[src/rtl/dsp_sequencer.sv]
// dsp_sequencer: microcoded control sequencer for the DSP datapath.
// Issues one control word per clock from a writable program memory.
// Supports one hardware loop (MARK/LOOP) that runs once per series element.
// A start/busy/done handshake frames each program run.
module dsp_sequencer #(
    parameter int PC_WIDTH     = 6,
    parameter int N_AGEN       = 3,
    parameter int OFFSET_WIDTH = 4,
    parameter int DSP_OP_WIDTH = 8,
    parameter int N_SERIES     = 25,
    parameter int LOOP_WIDTH   = 5
) (
    input  logic                                                 clk,
    input  logic                                                 rst,
    input  logic                                                 start,
    output logic                                                 busy,
    output logic                                                 done,
    output logic                                                 overrun,
    input  logic                                                 prog_we,
    input  logic [PC_WIDTH-1:0]                                  prog_addr,
    input  logic [N_AGEN*(4+OFFSET_WIDTH)+DSP_OP_WIDTH+2:0]      prog_data,
    output logic [N_AGEN*4-1:0]                                  addr_sel,
    output logic [N_AGEN*OFFSET_WIDTH-1:0]                       addr_ptr,
    output logic                                                 series_inc,
    output logic                                                 series_rst,
    output logic [DSP_OP_WIDTH-1:0]                              dsp_op,
    output logic [LOOP_WIDTH-1:0]                                loop_idx
);

    localparam int INSTR_WIDTH = N_AGEN*(4+OFFSET_WIDTH) + DSP_OP_WIDTH + 3;
    localparam int DEPTH       = 1 << PC_WIDTH;
    localparam int AGEN_W      = 4 + OFFSET_WIDTH;
    localparam int AGEN_LSB    = 3 + DSP_OP_WIDTH;
    localparam logic [LOOP_WIDTH-1:0] LOOP_LAST = LOOP_WIDTH'(N_SERIES - 1);

    typedef enum logic [1:0] {S_IDLE, S_FETCH, S_RUN, S_DONE} state_t;

    state_t                   state, state_nxt;
    logic [PC_WIDTH-1:0]      pc, pc_nxt, rd_addr, mark_pc;
    logic [LOOP_WIDTH-1:0]    loop_cnt;
    logic                     overrun_q;
    logic                     first_q;      // first RUN cycle of a run
    logic                     take_loop;    // LOOP taken back to mark
    logic                     end_loop;     // LOOP falls through on last iteration
    logic                     ovf;          // ran past last word without HALT
    logic [INSTR_WIDTH-1:0]   mem [DEPTH];
    logic [INSTR_WIDTH-1:0]   rdata;

    wire w_mark = rdata[0];
    wire w_loop = rdata[1];
    wire w_halt = rdata[2];

    assign busy     = (state == S_FETCH) || (state == S_RUN);
    assign done     = (state == S_DONE);
    assign overrun  = overrun_q;
    assign loop_idx = loop_cnt;

    // Program memory: synchronous read every cycle, writes locked out while busy.
    always_ff @(posedge clk) begin
        if (prog_we && !busy)
            mem[prog_addr] <= prog_data;
        rdata <= mem[rd_addr];
    end

    // State register.
    always_ff @(posedge clk) begin
        if (rst) state <= S_IDLE;
        else     state <= state_nxt;
    end

    // Next state and next read address, decided from the word being issued.
    always_comb begin
        state_nxt = state;
        pc_nxt    = pc + 1'b1;
        rd_addr   = pc;
        take_loop = 1'b0;
        end_loop  = 1'b0;
        ovf       = 1'b0;
        case (state)
            S_IDLE: begin
                rd_addr = '0;
                if (start) state_nxt = S_FETCH;
            end
            S_FETCH: state_nxt = S_RUN;
            S_RUN: begin
                if (w_halt) begin
                    state_nxt = S_DONE;
                end else begin
                    if (w_loop && (loop_cnt < LOOP_LAST)) begin
                        take_loop = 1'b1;
                        // MARK on the same word makes a one-word loop
                        pc_nxt    = w_mark ? pc : mark_pc;
                    end else if (w_loop) begin
                        end_loop  = 1'b1;
                    end
                    if (!take_loop && (pc == '1)) begin
                        ovf       = 1'b1;
                        state_nxt = S_DONE;
                    end
                end
                rd_addr = pc_nxt;
            end
            default: state_nxt = S_IDLE;
        endcase
    end

    // Sequencer datapath: pc, mark, loop counter and sticky overrun.
    always_ff @(posedge clk) begin
        if (rst) begin
            pc        <= '0;
            mark_pc   <= '0;
            loop_cnt  <= '0;
            overrun_q <= 1'b0;
            first_q   <= 1'b0;
        end else begin
            case (state)
                S_IDLE: if (start) begin
                    pc        <= '0;
                    mark_pc   <= '0;
                    loop_cnt  <= '0;
                    overrun_q <= 1'b0;
                end
                S_FETCH: first_q <= 1'b1;
                S_RUN: begin
                    first_q <= 1'b0;
                    pc      <= pc_nxt;
                    if (!w_halt && w_mark) mark_pc  <= pc;
                    if (take_loop)         loop_cnt <= loop_cnt + 1'b1;
                    if (end_loop)          loop_cnt <= '0;
                    if (ovf)               overrun_q <= 1'b1;
                end
                default: ;
            endcase
        end
    end

    // Control outputs: issued word fields in RUN, zero otherwise.
    always_comb begin
        addr_sel   = '0;
        addr_ptr   = '0;
        dsp_op     = '0;
        series_inc = 1'b0;
        series_rst = 1'b0;
        if (state == S_RUN) begin
            dsp_op     = rdata[3 +: DSP_OP_WIDTH];
            series_inc = take_loop;
            series_rst = first_q || end_loop;
            for (int k = 0; k < N_AGEN; k++) begin
                addr_sel[4*k +: 4] = rdata[AGEN_LSB + k*AGEN_W +: 4];
                addr_ptr[OFFSET_WIDTH*k +: OFFSET_WIDTH] =
                    rdata[AGEN_LSB + k*AGEN_W + 4 +: OFFSET_WIDTH];
            end
        end
    end

endmodule

[config.mk]
export PLATFORM = sky130hd
export DESIGN_NAME = dsp_sequencer
export DESIGN_NICKNAME = d
export VERILOG_FILES = /design/src/rtl/dsp_sequencer.sv
export SDC_FILE = /design/constraint.sdc
export NUM_CORES = 2
export LEC_CHECK = 0
export ABC_CLOCK_PERIOD_IN_PS = 5050
export BUFFER_PORTS_ARGS = -buffer_cell sky130_fd_sc_hd__buf_2
export CAP_MARGIN = 20
export CORE_MARGIN = 2
export CORE_UTILIZATION = 47
export CTS_CLUSTER_DIAMETER = 40
export DETAILED_ROUTE_END_ITERATION = 7
export PLACE_DENSITY = 0.73
export SYNTH_ARGS = -nofsm -noshare
export SYNTH_HDL_FRONTEND = slang
export SYNTH_SLANG_ARGS = --single-unit
[constraint.sdc]
create_clock -name clk -period 5.05 [get_ports clk]
set_clock_uncertainty 0.05 [all_clocks]
set_input_delay 0.2525 -clock clk [delete_from_list [all_inputs] [get_ports clk]]
set_output_delay 0.2525 -clock clk [all_outputs]
set_load 0.03 [all_outputs]
; ---- After elaboration in Yosys (flattened, before gate mapping)
; Memory sizes are Yosys's and may differ from the RTL's. A register that Yosys moved wholly into a read port is not among the register bits.
; Cells that the tools add are included.
[op_classes]
addsub = 2
mul = 0
div_mod_pow = 0
magnitude_cmp = 1
n_eq_ne = 9
n_shift = 0
muxes = 39
bitwise_logic = 0
n_reduce_logical = 17
[ops]
columns = op, n
row1 = $pmux W6 S2, 3
row2 = $mux W6, 5
row3 = $mux W12, 2
row4 = $mux W1, 18
row5 = $mux W5, 3
row6 = $pmux W5 S2, 1
row7 = $reduce_and A3 Y1, 3
row8 = $mux W8, 1
row9 = $add A6 B1 Y6 const B, 1
row10 = $eq A6 B6 Y1 const B, 1
row11 = $mux W2, 3
row12 = $pmux W2 S3, 1
row13 = $add A5 B1 Y5 const B, 1
row14 = $lt A5 B5 Y1 const B, 1
row15 = $eq A2 B2 Y1 const B, 2
row16 = $logic_and A1 B1 Y1, 4
row17 = $ne A2 B2 Y1 const B, 2
row18 = $pmux W1 S2, 2
row19 = $reduce_and A2 Y1, 2
row20 = $reduce_bool A2 Y1, 2
row21 = $logic_not A1 Y1, 3
row22 = $ne A3 B2 Y1 const B, 1
row23 = $ne A3 B3 Y1 const B, 1
row24 = $eq A2 B1 Y1 const B, 1
row25 = 3 further kinds, 4
[totals]
register_bits = 21
latch_bits = 0
ram_bits = 2240
romBits = 0
in_bits = 45
output_inout_bits = 42
word_cells = 75
memories = 1
[mem_list]
columns = memory, words, width, read_ports, rd_ports_with_merged_regs, wr, line
row1 = mem, 64, 35, 1, 1, 1, 46  ; logic [INSTR_WIDTH-1:0] mem [DEPTH];

; ---- Longest topological paths before layout
[depth]
word_depth = 12
depth_mapped = 15
ltp_nobuf = 10

; ---- Least setup slack after synthesis
; OpenSTA, ideal clock, no wires.
[synth_timing]
kind = reg2reg
from = register state[0]
to = memory mem[48][0] in the netlist's numbering, enable pin
setup_ps = 471
arrival_time_ps = 3783
required_time_ps = 4529
setup_slack_ps = 746
path_stages_with_launch = 5
path_buffers = 0
synth_period_minus_slack_ps = 4304
path_cell_list = dfxtp_1 > inv_1 > ha_1 > or3_1 > nor3_1
[synth_via]
elab_chain_len = 6
word_cells_on_any_way = 7
[synth_rtl]
columns = element, line
row1 = from (decl), 38  ; state_t state, state_nxt;
row2 = from (signal assigned), 68  ; else state <= state_nxt;
row3 = $eq A2 B1 Y1 / $eq A2 B2 Y1 (equally long branches), 53  ; assign busy = (state == S_FETCH) || (state == S_RUN);
row4 = $logic_or A1 B1 Y1 (*), 53
row5 = via busy, 16  ; output logic busy,
row6 = $logic_not A1 Y1 (*), 60  ; if (prog_we && !busy)
row7 = $logic_and A1 B1 Y1 (*), 60
row8 = $mux W1 (*), 60
row9 = $mux W1 (not written as such) (*), 61  ; mem[prog_addr] <= prog_data;
row10 = to (decl), 46
; Mark *: on every way through the listed nets, which the timed path passes. The rest lies on a longest branch.

; ---- Final worst setup path
[layout_timing]
from = register state[1]
to = register rdata[17], read port of mem
[layout_via]
elab_chain_len = 2
word_cells_on_any_way = 3
[layout_rtl]
columns = element, line
row1 = $eq A2 B2 Y1 / $logic_not A2 Y1 (equally long branches), 79  ; case (state)
row2 = $pmux W6 S2 (*), 79
row3 = to (decl), 47  ; logic [INSTR_WIDTH-1:0] rdata;
; Every way passes the cells marked *; elsewhere a longest branch is shown, timed or not.
; A chain may end at the register's enable or synchronous reset.

==> results by stage <==
Run status:
- The run finished, with violations left.
- The final reports fail on DRC.

Global route:
- Across every metal layer, demand over resource in global routing totals 26.0%.
- For this run the aggregate overflow at the end of global routing stands at 0.
- The number of antenna violations at the first check in global routing is 28.
- The first global-routing pass estimated 361000 microns of wire.
- Entering global routing, the biggest net connects 116 pins.
- The number of global-route vias before repair is ~51000.

Timing:
- The count of final max-slew check failures is 0.
- The maximum clock frequency is 0.203 GHz.
- The headroom to the max-slew limit is 20.8%.
- Setup repair after global routing left no endpoint under its margin.
- The number of failing hold endpoints at the final stage is 0.
- The sum of negative setup slack is 0 ns.
- Setup violations remaining at the end of the flow were counted as 0.
- In the finished design, the share of the clock period the worst path needs comes to a little over nine tenths.
- For the pin with the worst max-slew slack, the measured transition is 1.19 ns.
- The clock period could shrink to slightly below 5 ns.

Placed design:
- The instance area at placement is 0.0938 sq mm.
- The half-perimeter wire length of the detailed placement result is 143000 microns.
- The final weighted congestion of routability-driven global placement is between 0.8 and 0.9.
- The total of buffers placed on input and output ports is 86.

Routing:
- The total detailed-routing wirelength is 254000 microns.
- After detailed routing, the number of remaining DRC violations is 1.
- The routed via count is about 52000.
- Once detail routing completed, the nets flagged for antenna violations numbered 0.
- The number of detailed-route iterations in the first pass is 8.
- The average routed wire per standard cell is 30.2 microns.
- The initial detailed-routing violation count is ~7600.
- The post-detailed-route via-to-cell ratio is roughly 6.3.

Min path:
- The origin of the worst min-delay path is prog_data[28].
- The end point of the most critical hold path is mem[47][28]$_DFFE_PP_.
- The worst hold path class is input port to flop.
- The worst hold path was traced through 2 stages.

Setup path:
- The critical path in this run is classified as flop to flop.
- In this run the critical register-to-register path is launched from state[1]$_SDFFE_PP0P_.
- Data on the critical path is required at its endpoint by 5.71 ns.
- The endpoint of the worst-slack reg-to-reg timing path is rdata[17]$_DFF_P_.
- The critical path endpoint category is a flop.
- STA classifies the critical path startpoint as a flop.
- STA puts the critical path data arrival time at between 5 and 6 ns.
- Of all nets on the critical path, the largest fanout is 37.
- The number of cells on the worst reg-to-reg path is 11.
- The slack of the worst reg-to-reg path is 0.13 ns.

Die:
- The area enclosed by the die boundary is around 0.19 sq mm.
- The core area is 0.188 sq mm.
- The initial core utilization is 47.3%.
- During I/O placement, the number of pins put on the boundary was 87.
- The die boundary width is 439 microns.
- The die height is 439 microns.
- The number of core rows is ~160.

Finish:
- The final cell area excluding filler cells is approximately 0.10 sq mm.
- Leaving out fill and tap cells, the most frequent cell in the layout is sky130_fd_sc_hd__edfxtp_1.
- The fraction of layout cells with a size suffix above 1 is 16.0%.
- The number of fill cells in the layout is 14010.
- Relative to the synthesized area, the layout overhead comes to 15.8%.
- The top cell types in the final layout, fill and taps aside, are 2240 x sky130_fd_sc_hd__edfxtp_1, 1008 x sky130_fd_sc_hd__nand2_1, 421 x sky130_fd_sc_hd__mux2i_1.
- The sequential cell area is approximately 0.068 sq mm.
- For this run, the post-layout net count is between 5000 and 6000.
- The multi-input combinational cells in the finished layout cover a total of 0.0195 sq mm.

Synthesis:
- The total nets after synthesis is 5464.
- By area the synthesized netlist is led by sky130_fd_sc_hd__edfxtp_1 76%, sky130_fd_sc_hd__mux2i_1 4.7%, sky130_fd_sc_hd__nand2_1 4.3%.
- The cell count after synthesis is 5413.
- For this run, the number of Yosys warnings is 0.
- Dividing the synthesized area by the synthesized cell count gives 16.4 sq um.
- Yosys mapped a number of flops with a built-in enable equal to 2240.
- The mapped netlist covers 0.0890 sq mm.
- The post-synthesis cell type count is 64.
- The async set or reset register ratio after synthesis is 0%.
- The top cell type by area accounts for 75.6% of the synthesized area.
- Sequential elements use 76.9% of the synthesized area.
- Among all flip-flop cells after synthesis, the most frequent one is sky130_fd_sc_hd__edfxtp_1.
- The largest total area in the synthesized netlist belongs to sky130_fd_sc_hd__edfxtp_1.
- After synthesis the netlist holds a flip-flop and latch count of around 2300.

CTS:
- The tree is rooted in a sky130_fd_sc_hd__clkbuf_16.
- Counting every sink on the clock net gives ~2300.
- The clock-pin slew on the worst setup and hold paths is 0.06 ns.
- The number of setup buffers added after CTS is 0.
- TritonCTS built the clock tree.
- The level count of the clock H-tree is 5.
- The maximum buffer depth of the clock tree is 4.
- The latest clock arrival within the worst-skew pair is 0.93 ns.
- The number of buffers created by CTS is 280.

Power:
- In this run the power density over the cells is 420 mW/mm^2.
- The leakage power total is 0.0330 uW.
- VDD sags by at most 0.390 mV.

Flow run:
- The tool flagged a number of max-cap violations equal to 0.
## per-stage QoR
step	hold WS, ns	total power [uW]	utilization, %	cells	setup WS, ns
3_3_place_gp	0.430	24100	49.9	7873	0.463
3_5_place_dp	0.443	24200	49.9	7873	0.375
6_report	0.0290	43200	54.8	8396	0.126
4_1_cts	0.00129	43300	54.8	8378	0.336
5_1_grt	0.0379	44200	54.8	8392	0.0451
2_1_floorplan	0.301	22900	-	5413	0.746
## cells by family after synthesis
family          synth area share (%)
xor+xnor                      0.0295
simple gates                    7.74
compound gates                  5.12
buf+inv                         1.87
flops                           76.9
fa+ha+maj                     0.0844
mux                             8.28
## flip-flops by register name (all words and copies together) (netlist names)
name and flops:
rdata 35, state 2, first_q 1, loop_idx 5, overrun 1, mem 2240, pc 6, mark_pc 6
## worst max path at each step
stage	from	endpoint
6_report	state[1]$_SDFFE_PP0P_	rdata[17]$_DFF_P_
5_1_grt	state[1]$_SDFFE_PP0P_	rdata[17]$_DFF_P_
4_1_cts	state[0]$_SDFFE_PP0P_	rdata[17]$_DFF_P_
3_5_place_dp	state[0]$_SDFFE_PP0P_	rdata[17]$_DFF_P_
3_3_place_gp	state[0]$_SDFFE_PP0P_	rdata[3]$_DFF_P_
2_1_floorplan	state[0]$_SDFFE_PP0P_	mem[48][0]$_DFFE_PP_
## cells in the mapped netlist (3+ instances only)
master                      count
sky130_fd_sc_hd__a21oi_1       78
sky130_fd_sc_hd__nor3_1         7
sky130_fd_sc_hd__a32o_1        34
sky130_fd_sc_hd__buf_2         97
sky130_fd_sc_hd__nor2b_1        4
sky130_fd_sc_hd__nand2b_1      10
sky130_fd_sc_hd__mux4_2       140
sky130_fd_sc_hd__dfxtp_1       56
sky130_fd_sc_hd__o21ai_0       10
sky130_fd_sc_hd__a31oi_1       70
sky130_fd_sc_hd__edfxtp_1    2240
sky130_fd_sc_hd__a22oi_1        8
sky130_fd_sc_hd__o21a_1         5
sky130_fd_sc_hd__a221oi_1      68
sky130_fd_sc_hd__and3_1        37
sky130_fd_sc_hd__clkbuf_1     179
sky130_fd_sc_hd__nand4_1       74
sky130_fd_sc_hd__o211ai_1       3
sky130_fd_sc_hd__a21o_1        36
sky130_fd_sc_hd__a32oi_1      140
sky130_fd_sc_hd__nand3_1      292
sky130_fd_sc_hd__ha_1           6
sky130_fd_sc_hd__o31ai_1        4
sky130_fd_sc_hd__o221ai_1      68
sky130_fd_sc_hd__buf_1         30
sky130_fd_sc_hd__nand2_1     1010
sky130_fd_sc_hd__and2_1        34
sky130_fd_sc_hd__a21boi_0       3
sky130_fd_sc_hd__inv_1          3
sky130_fd_sc_hd__buf_4         29
sky130_fd_sc_hd__nor2_1       129
sky130_fd_sc_hd__o2111ai_1     37
sky130_fd_sc_hd__mux2i_1      421
sky130_fd_sc_hd__buf_6         14
sky130_fd_sc_hd__a311oi_1       3
## where the power goes
group | switching, uW | internal [uW]
Clock | 7720 | 11700
Sequential | 88.9 | 21100
Combinational | 1870 | 850
## critical path: stages, from the launching register on
cell and delay [ns]:
sky130_fd_sc_hd__dfxtp_1 0.41, sky130_fd_sc_hd__ha_2 0.71, sky130_fd_sc_hd__or4b_4 0.57, sky130_fd_sc_hd__nand3_4 0.58, sky130_fd_sc_hd__buf_12 0.33, sky130_fd_sc_hd__buf_12 0.28, sky130_fd_sc_hd__buf_4 0.28, sky130_fd_sc_hd__mux4_2 0.31
sky130_fd_sc_hd__nand2_1 0.07, sky130_fd_sc_hd__a21oi_1 0.09, sky130_fd_sc_hd__a31oi_1 0.67, sky130_fd_sc_hd__o221ai_1 0.23
## layer usage
metal	part of all wire, %	GRT usage [%]	up-vias
li1	-	-	21781
met3	13	7.15	608
met1	35	33.3	26441
met4	4.8	12.0	12
met5	0.031	0	-
met2	47	41.4	3649
## repair_timing
action / 4_1_cts / 5_1_grt
hold endpoints to repair: 464 / 64
hold buffers: 28 / 1
resized for setup: 0 / 0
## cell type report
type	instances	share of cell area, %
antenna	16	0.0389
tap	2495	3.03
multi-input combinational	2764	18.9
clock buffer	341	7.25
inverter	3	0.0109
sequential	2296	66.4
clock inverter	136	1.37
timing repair buffer	345	2.98
Power figures use the tool's default switching activity.
